[config.mk]
export PLATFORM = sky130hd
export DESIGN_NAME = pipe_skip_adder
export DESIGN_NICKNAME = d
export VERILOG_FILES = /design/src/rtl/pipe_skip_adder_pkg.sv /design/src/rtl/pipe_skip_adder_skip_block.sv /design/src/rtl/pipe_skip_adder.sv
export SDC_FILE = /design/constraint.sdc
export NUM_CORES = 1
export LEC_CHECK = 0
export ABC_AREA = 1
export BUFFER_PORTS_ARGS = -buffer_cell sky130_fd_sc_hd__buf_2
export CAP_MARGIN = 25
export CORE_MARGIN = 3
export CORE_UTILIZATION = 52
export DETAILED_ROUTE_END_ITERATION = 8
export PLACE_DENSITY = 0.77
export SYNTH_ARGS = -nofsm -noshare
export SYNTH_HDL_FRONTEND = slang
export SYNTH_SLANG_ARGS = --single-unit
[constraint.sdc]
create_clock -name clk -period 3.91 [get_ports clk]
set_clock_uncertainty 0.2 [all_clocks]
set_input_delay 0.782 -clock clk [delete_from_list [all_inputs] [get_ports clk]]
set_output_delay 0.782 -clock clk [all_outputs]
set_load 0.01 [all_outputs]
[src/rtl/pipe_skip_adder_pkg.sv]
// Shared definitions for the pipelined carry-skip adder: stage-count helper,
// geometry check and the control part of a pipeline stage record.
package adder_pkg;

    typedef struct packed {
        logic valid;
        logic carry;
        logic pacc;
    } stage_ctl_t;

    function automatic int nblk(input int width, input int block);
        return width / block;
    endfunction

    function automatic bit geom_ok(input int width, input int block);
        return (block >= 32'sd1) && ((width % block) == 32'sd0);
    endfunction

endpackage

[src/rtl/pipe_skip_adder_skip_block.sv]
// Combinational BLOCK-bit carry-skip slice: ripple sum plus a skip mux that
// forwards the carry-in straight to the carry-out when every bit propagates.
module skip_block #(
    parameter int BLOCK = 8
) (
    input  logic [BLOCK-1:0] a,
    input  logic [BLOCK-1:0] b,
    input  logic             cin,
    output logic [BLOCK-1:0] sum,
    output logic             cout,
    output logic             bp,
    output logic             c_msb
);

    logic [BLOCK-1:0] p_s;
    logic [BLOCK-1:0] g_s;
    logic [BLOCK:0]   c_s;

    assign p_s = a ^ b;
    assign g_s = a & b;

    // ripple carry chain through the slice
    always_comb begin
        c_s    = '0;
        c_s[0] = cin;
        for (int i = 0; i < BLOCK; i++) begin
            c_s[i+1] = g_s[i] | (p_s[i] & c_s[i]);
        end
    end

    assign sum   = p_s ^ c_s[BLOCK-1:0];
    assign bp    = &p_s;
    assign c_msb = c_s[BLOCK-1];
    assign cout  = bp ? cin : c_s[BLOCK];

endmodule

[src/rtl/pipe_skip_adder.sv]
// Pipelined carry-skip adder: one BLOCK-bit slice per stage, valid/ready
// handshake, full-pipeline hold on stall. Optional PIPE_SKIP_ADDER_SUB_EN adds a sub port.
module pipe_skip_adder
    import adder_pkg::*;
#(
    parameter  int WIDTH = 32,
    parameter  int BLOCK = 8,
    localparam int NBLK  = nblk(WIDTH, BLOCK)
) (
    input  logic             clk,
    input  logic             rst,
    input  logic             in_valid,
    output logic             in_ready,
    input  logic [WIDTH-1:0] a,
    input  logic [WIDTH-1:0] b,
    input  logic             cin,
`ifdef PIPE_SKIP_ADDER_SUB_EN
    input  logic             sub,
`endif
    output logic             out_valid,
    input  logic             out_ready,
    output logic [WIDTH-1:0] sum,
    output logic             cout,
    output logic             pout,
    output logic             ovf
);

    if (!geom_ok(WIDTH, BLOCK)) begin : g_bad_geom
        $error("pipe_skip_adder: WIDTH must be a positive multiple of BLOCK");
    end

    logic             stall_s;
    logic [WIDTH-1:0] b_eff_s;
    logic             cin_eff_s;

    assign stall_s  = out_valid & ~out_ready;
    assign in_ready = ~stall_s;

    // operand conditioning at the pipeline entry
    always_comb begin
        b_eff_s   = b;
        cin_eff_s = cin;
`ifdef PIPE_SKIP_ADDER_SUB_EN
        if (sub) begin
            b_eff_s   = ~b;
            cin_eff_s = 1'b1;
        end else begin
            b_eff_s   = b;
            cin_eff_s = cin;
        end
`endif
    end

    for (genvar k = 0; k < NBLK; k++) begin : stg
        localparam int LO = (k + 1) * BLOCK;
        localparam int HI = WIDTH - LO;

        logic [BLOCK-1:0] a_blk_s;
        logic [BLOCK-1:0] b_blk_s;
        logic [BLOCK-1:0] blk_sum_s;
        logic             c_in_s;
        logic             p_in_s;
        logic             v_in_s;
        logic             blk_cout_s;
        logic             blk_bp_s;
        logic             blk_cmsb_s;
        logic [LO-1:0]    sum_nxt_s;
        stage_ctl_t       ctl_r;
        logic [LO-1:0]    sum_lo_r;

        if (k == 0) begin : g_head
            assign a_blk_s   = a[BLOCK-1:0];
            assign b_blk_s   = b_eff_s[BLOCK-1:0];
            assign c_in_s    = cin_eff_s;
            assign p_in_s    = 1'b1;
            assign v_in_s    = in_valid & in_ready;
            assign sum_nxt_s = blk_sum_s;
        end else begin : g_body
            assign a_blk_s   = stg[k-1].g_hi.a_hi_r[BLOCK-1:0];
            assign b_blk_s   = stg[k-1].g_hi.b_hi_r[BLOCK-1:0];
            assign c_in_s    = stg[k-1].ctl_r.carry;
            assign p_in_s    = stg[k-1].ctl_r.pacc;
            assign v_in_s    = stg[k-1].ctl_r.valid;
            assign sum_nxt_s = {blk_sum_s, stg[k-1].sum_lo_r};
        end

        skip_block #(
            .BLOCK(BLOCK)
        ) u_blk (
            .a    (a_blk_s),
            .b    (b_blk_s),
            .cin  (c_in_s),
            .sum  (blk_sum_s),
            .cout (blk_cout_s),
            .bp   (blk_bp_s),
            .c_msb(blk_cmsb_s)
        );

        // stage control and accumulated low sum; bubbles hold too on stall
        always_ff @(posedge clk) begin
            if (rst) begin
                ctl_r    <= '0;
                sum_lo_r <= '0;
            end else if (!stall_s) begin
                ctl_r.valid <= v_in_s;
                ctl_r.carry <= blk_cout_s;
                ctl_r.pacc  <= p_in_s & blk_bp_s;
                sum_lo_r    <= sum_nxt_s;
            end
        end

        if (HI > 0) begin : g_hi
            logic [HI-1:0] a_hi_r;
            logic [HI-1:0] b_hi_r;
            logic [HI-1:0] a_hi_nxt_s;
            logic [HI-1:0] b_hi_nxt_s;
            // only the last slice needs the carry into the word MSB
            logic          cmsb_unused_s;

            assign cmsb_unused_s = blk_cmsb_s;

            if (k == 0) begin : g_src_in
                assign a_hi_nxt_s = a[WIDTH-1:BLOCK];
                assign b_hi_nxt_s = b_eff_s[WIDTH-1:BLOCK];
            end else begin : g_src_prev
                assign a_hi_nxt_s = stg[k-1].g_hi.a_hi_r[HI+BLOCK-1:BLOCK];
                assign b_hi_nxt_s = stg[k-1].g_hi.b_hi_r[HI+BLOCK-1:BLOCK];
            end

            // skew registers carrying the not-yet-added operand bits
            always_ff @(posedge clk) begin
                if (rst) begin
                    a_hi_r <= '0;
                    b_hi_r <= '0;
                end else if (!stall_s) begin
                    a_hi_r <= a_hi_nxt_s;
                    b_hi_r <= b_hi_nxt_s;
                end
            end
        end else begin : g_tail
            logic ovf_r;

            // carry into MSB folded with carry out of MSB
            always_ff @(posedge clk) begin
                if (rst) begin
                    ovf_r <= 1'b0;
                end else if (!stall_s) begin
                    ovf_r <= blk_cmsb_s ^ blk_cout_s;
                end
            end

            assign out_valid = ctl_r.valid;
            assign sum       = sum_lo_r;
            assign cout      = ctl_r.carry;
            assign pout      = ctl_r.pacc;
            assign ovf       = ovf_r;
        end
    end

endmodule
==> flow_metrics.tcl <==
set metrics [dict create \
    numCtsBuffers 17 \
    clockBufferDepth 2 \
    synth-warning-count 0 \
    drtAntennaViolNets 0 \
    worstPathArrival_ps 3940 \
    clk_root_buffer_cell "clkbuf_16" \
    critPathMaxFanout 2 \
    synth_area_per_cell_sq_um 8.28 \
    crit_buf_inv 3 \
    via_count 6041 \
    num_io_pins 106 \
    synth_cells 948 \
    ctsHoldBuffers 0 \
    yosysSeqAreaShare_pct 48.2 \
    fillerInstances 1284 \
    coreArea_sq_um 14600 \
    drive_above_1_share_pct 16.4 \
    synth_top_cell_by_area "dfxtp_1" \
    grt_usage_pct 19.1 \
    syn_nets 1081 \
    drv_cap 0 \
    period_minus_slack_ps 3780 \
    cp-end-kind "flop" \
    die_area_sq_um 16600 \
    hp-class "reg -> reg" \
    final_common_cell "nor2_1" \
    grt_pass1_vias 5517 \
    irDropWorstVdd_mv 0.344 \
    synth_cell_types 19 \
    drt_iter0_markers 461 \
    status "finished, final reports clean" \
    setup_viol 0 \
    worstPathRequired_ps 4080 \
    critPathMostFrequentCell "fa_1" \
    period_share_pct 96.6 \
    tightest_slew_ps 734 \
    hpwl_microns 10200 \
    worstSetupPathType "reg -> reg" \
    rows 44 \
    antenna_found_initial 0 \
    clkTransAtPathRegs_ps 70 \
    slew_headroom_pct 51.1 \
    antenna_cells 0 \
    wl_per_cell_microns 12.6 \
    synth_top_area_share_pct 48.2 \
    portBuffers 105 \
    grt_max_degree 181 \
    pwr_density_cell_nw_per_um2 471 \
    syn_area_sq_um 7850 \
    crit_chain "inv_1 > fa_1 > inv_1 > fa_1 > fa_1 > fa_2 > fa_2 > fa_1 > fa_1 > inv_1 > fa_1 > a21oi_1" \
    drt-pass1-iter-count 5 \
    cts_tree "done" \
    crit_family "adder cells" \
    maxSlewViolCount 0 \
    clock_sinks 189 \
    start_util_pct 53.6 \
    wl_microns 15400 \
    die_x_microns 129 \
    grt-ovfl-total 0 \
    final_cell_mix "nor2_1 (328), dfxtp_1 (189), o21ai_0 (163), buf_2 (105), nand2_1 (37)" \
    final_net_count 1155 \
    synth-seq-cells 189 \
    fp.dieH_microns 129 \
    power.total_mw 4.25 \
    slowest_stage "fa_1" \
    final.setup.tns_ps 0 \
    p_leak_nw 4.54 \
    fmax_mhz 265 \
    syn_to_final_growth_pct 15.1 \
    drc 0 \
    synth.area.top_cells "dfxtp_1 (48%), nor2_1 (16%), o21ai_0 (10%)" \
    globalplace.congestion 0.806 \
    clk_latency_ps 430 \
    seqCellArea_sq_um 3780 \
    multiInputGateArea_sq_um 3620 \
    final-hold-violation-count 0 \
    via_per_inst 4.96 \
    worst_setup_path_start_kind "flop" \
    grt_pass1_wl_microns 25800 \
    slowest_delay_ps 410 \
    cts_max_level 4 \
]
per-layer routing:
metal,global-route usage (%),vias to the layer above,share of wire [%]
met5,0,-,0
met4,6.79,0,1.7
met2,27.8,113,44
li1,-,3165,-
met3,5.15,16,4.7
met1,27.3,2747,50
report_power, final:
group | total (mW) | switching, mW | internal [mW] | leakage, nW
sequential | 2.14 | 0.0784 | 2.06 | 1.56
clock | 1.76 | 0.732 | 1.03 | 0.289
combinational | 0.355 | 0.204 | 0.150 | 2.69
total | 4.25 | 1.01 | 3.24 | 4.54
path summary, 6_finish.rpt:
path / startpoint / end / slack, ps / cells past startpoint
worst min-delay path: sum[10] / sum[10] / 280 / 2
worst max-delay path: stg[0].g_hi.a_hi_r[0] / stg[1].sum_lo_r[15] / 130 / 12
worst min register to register: sum[10] / sum[10] / 280 / 2
worst max register to register: stg[0].g_hi.a_hi_r[0] / stg[1].sum_lo_r[15] / 130 / 12
area by class of cell:
cell class              count  share of cell area, %
flip-flops and latches    189                   41.9
multi-input cells         656                   40.0
repair buffers            116                   7.01
clock buffers              20                   4.94
well taps                 184                   2.55
inverters                  42                   1.83
clock inverters            12                   1.77
flip-flops by register name (all words and copies together) (netlist names):
signal and cells:
pout 1, ovf 1, stg.p_in_s 3, stg.g_hi.a_hi_r 48, sum 32, stg.g_hi.b_hi_r 48
out_valid 1, cout 1, stg.v_in_s 3, stg.c_in_s 3, stg.sum_lo_r 48
per-stage QoR:
step	setup slack [ps]	area [sq um]	std cells	utilization (%)	hold slack, ps
5_1_grt	-1.78	9040	1219	61.7	296
3_5_place_dp	-267	8410	1187	57.5	266
3_3_place_gp	-201	8410	1187	57.5	250
6_report	134	9040	1219	61.7	276
4_1_cts	12.6	9020	1219	61.6	281
2_1_floorplan	-50.8	7860	948	-	230
cells in the mapped netlist, drive strengths merged:
cell type	count
o211ai	4
dfxtp	189
nor2	329
buf	39
ha	32
clkbuf	22
nand3	12
a21oi	26
inv	42
o21ai	184
nand2	37
fa	32
kinds of logic after synthesis:
family	Yosys count	synth area share [%]
compound gates	214	14.0
fa+ha+maj	64	13.3
buf+inv	103	6.10
flops	189	48.2
simple gates	378	18.4
worst reg2reg max path, stage by stage (launching register included):
cell and delay [ps]:
dfxtp_1 320, inv_1 110, fa_1 190, inv_1 50, fa_1 370, fa_1 410
fa_2 350, fa_2 350, fa_1 390, fa_1 370, inv_1 80, fa_1 410
a21oi_1 120
what timing repair did:
item | in CTS | in global routing
setup endpoints to repair | 2 | 7
pin swaps | 0 | 0
buffers inserted | 0 | 0
gates resized for setup | 1 | 10
endpoints found under the hold margin | 0 | 0
(Power assumes the default switching activity.)
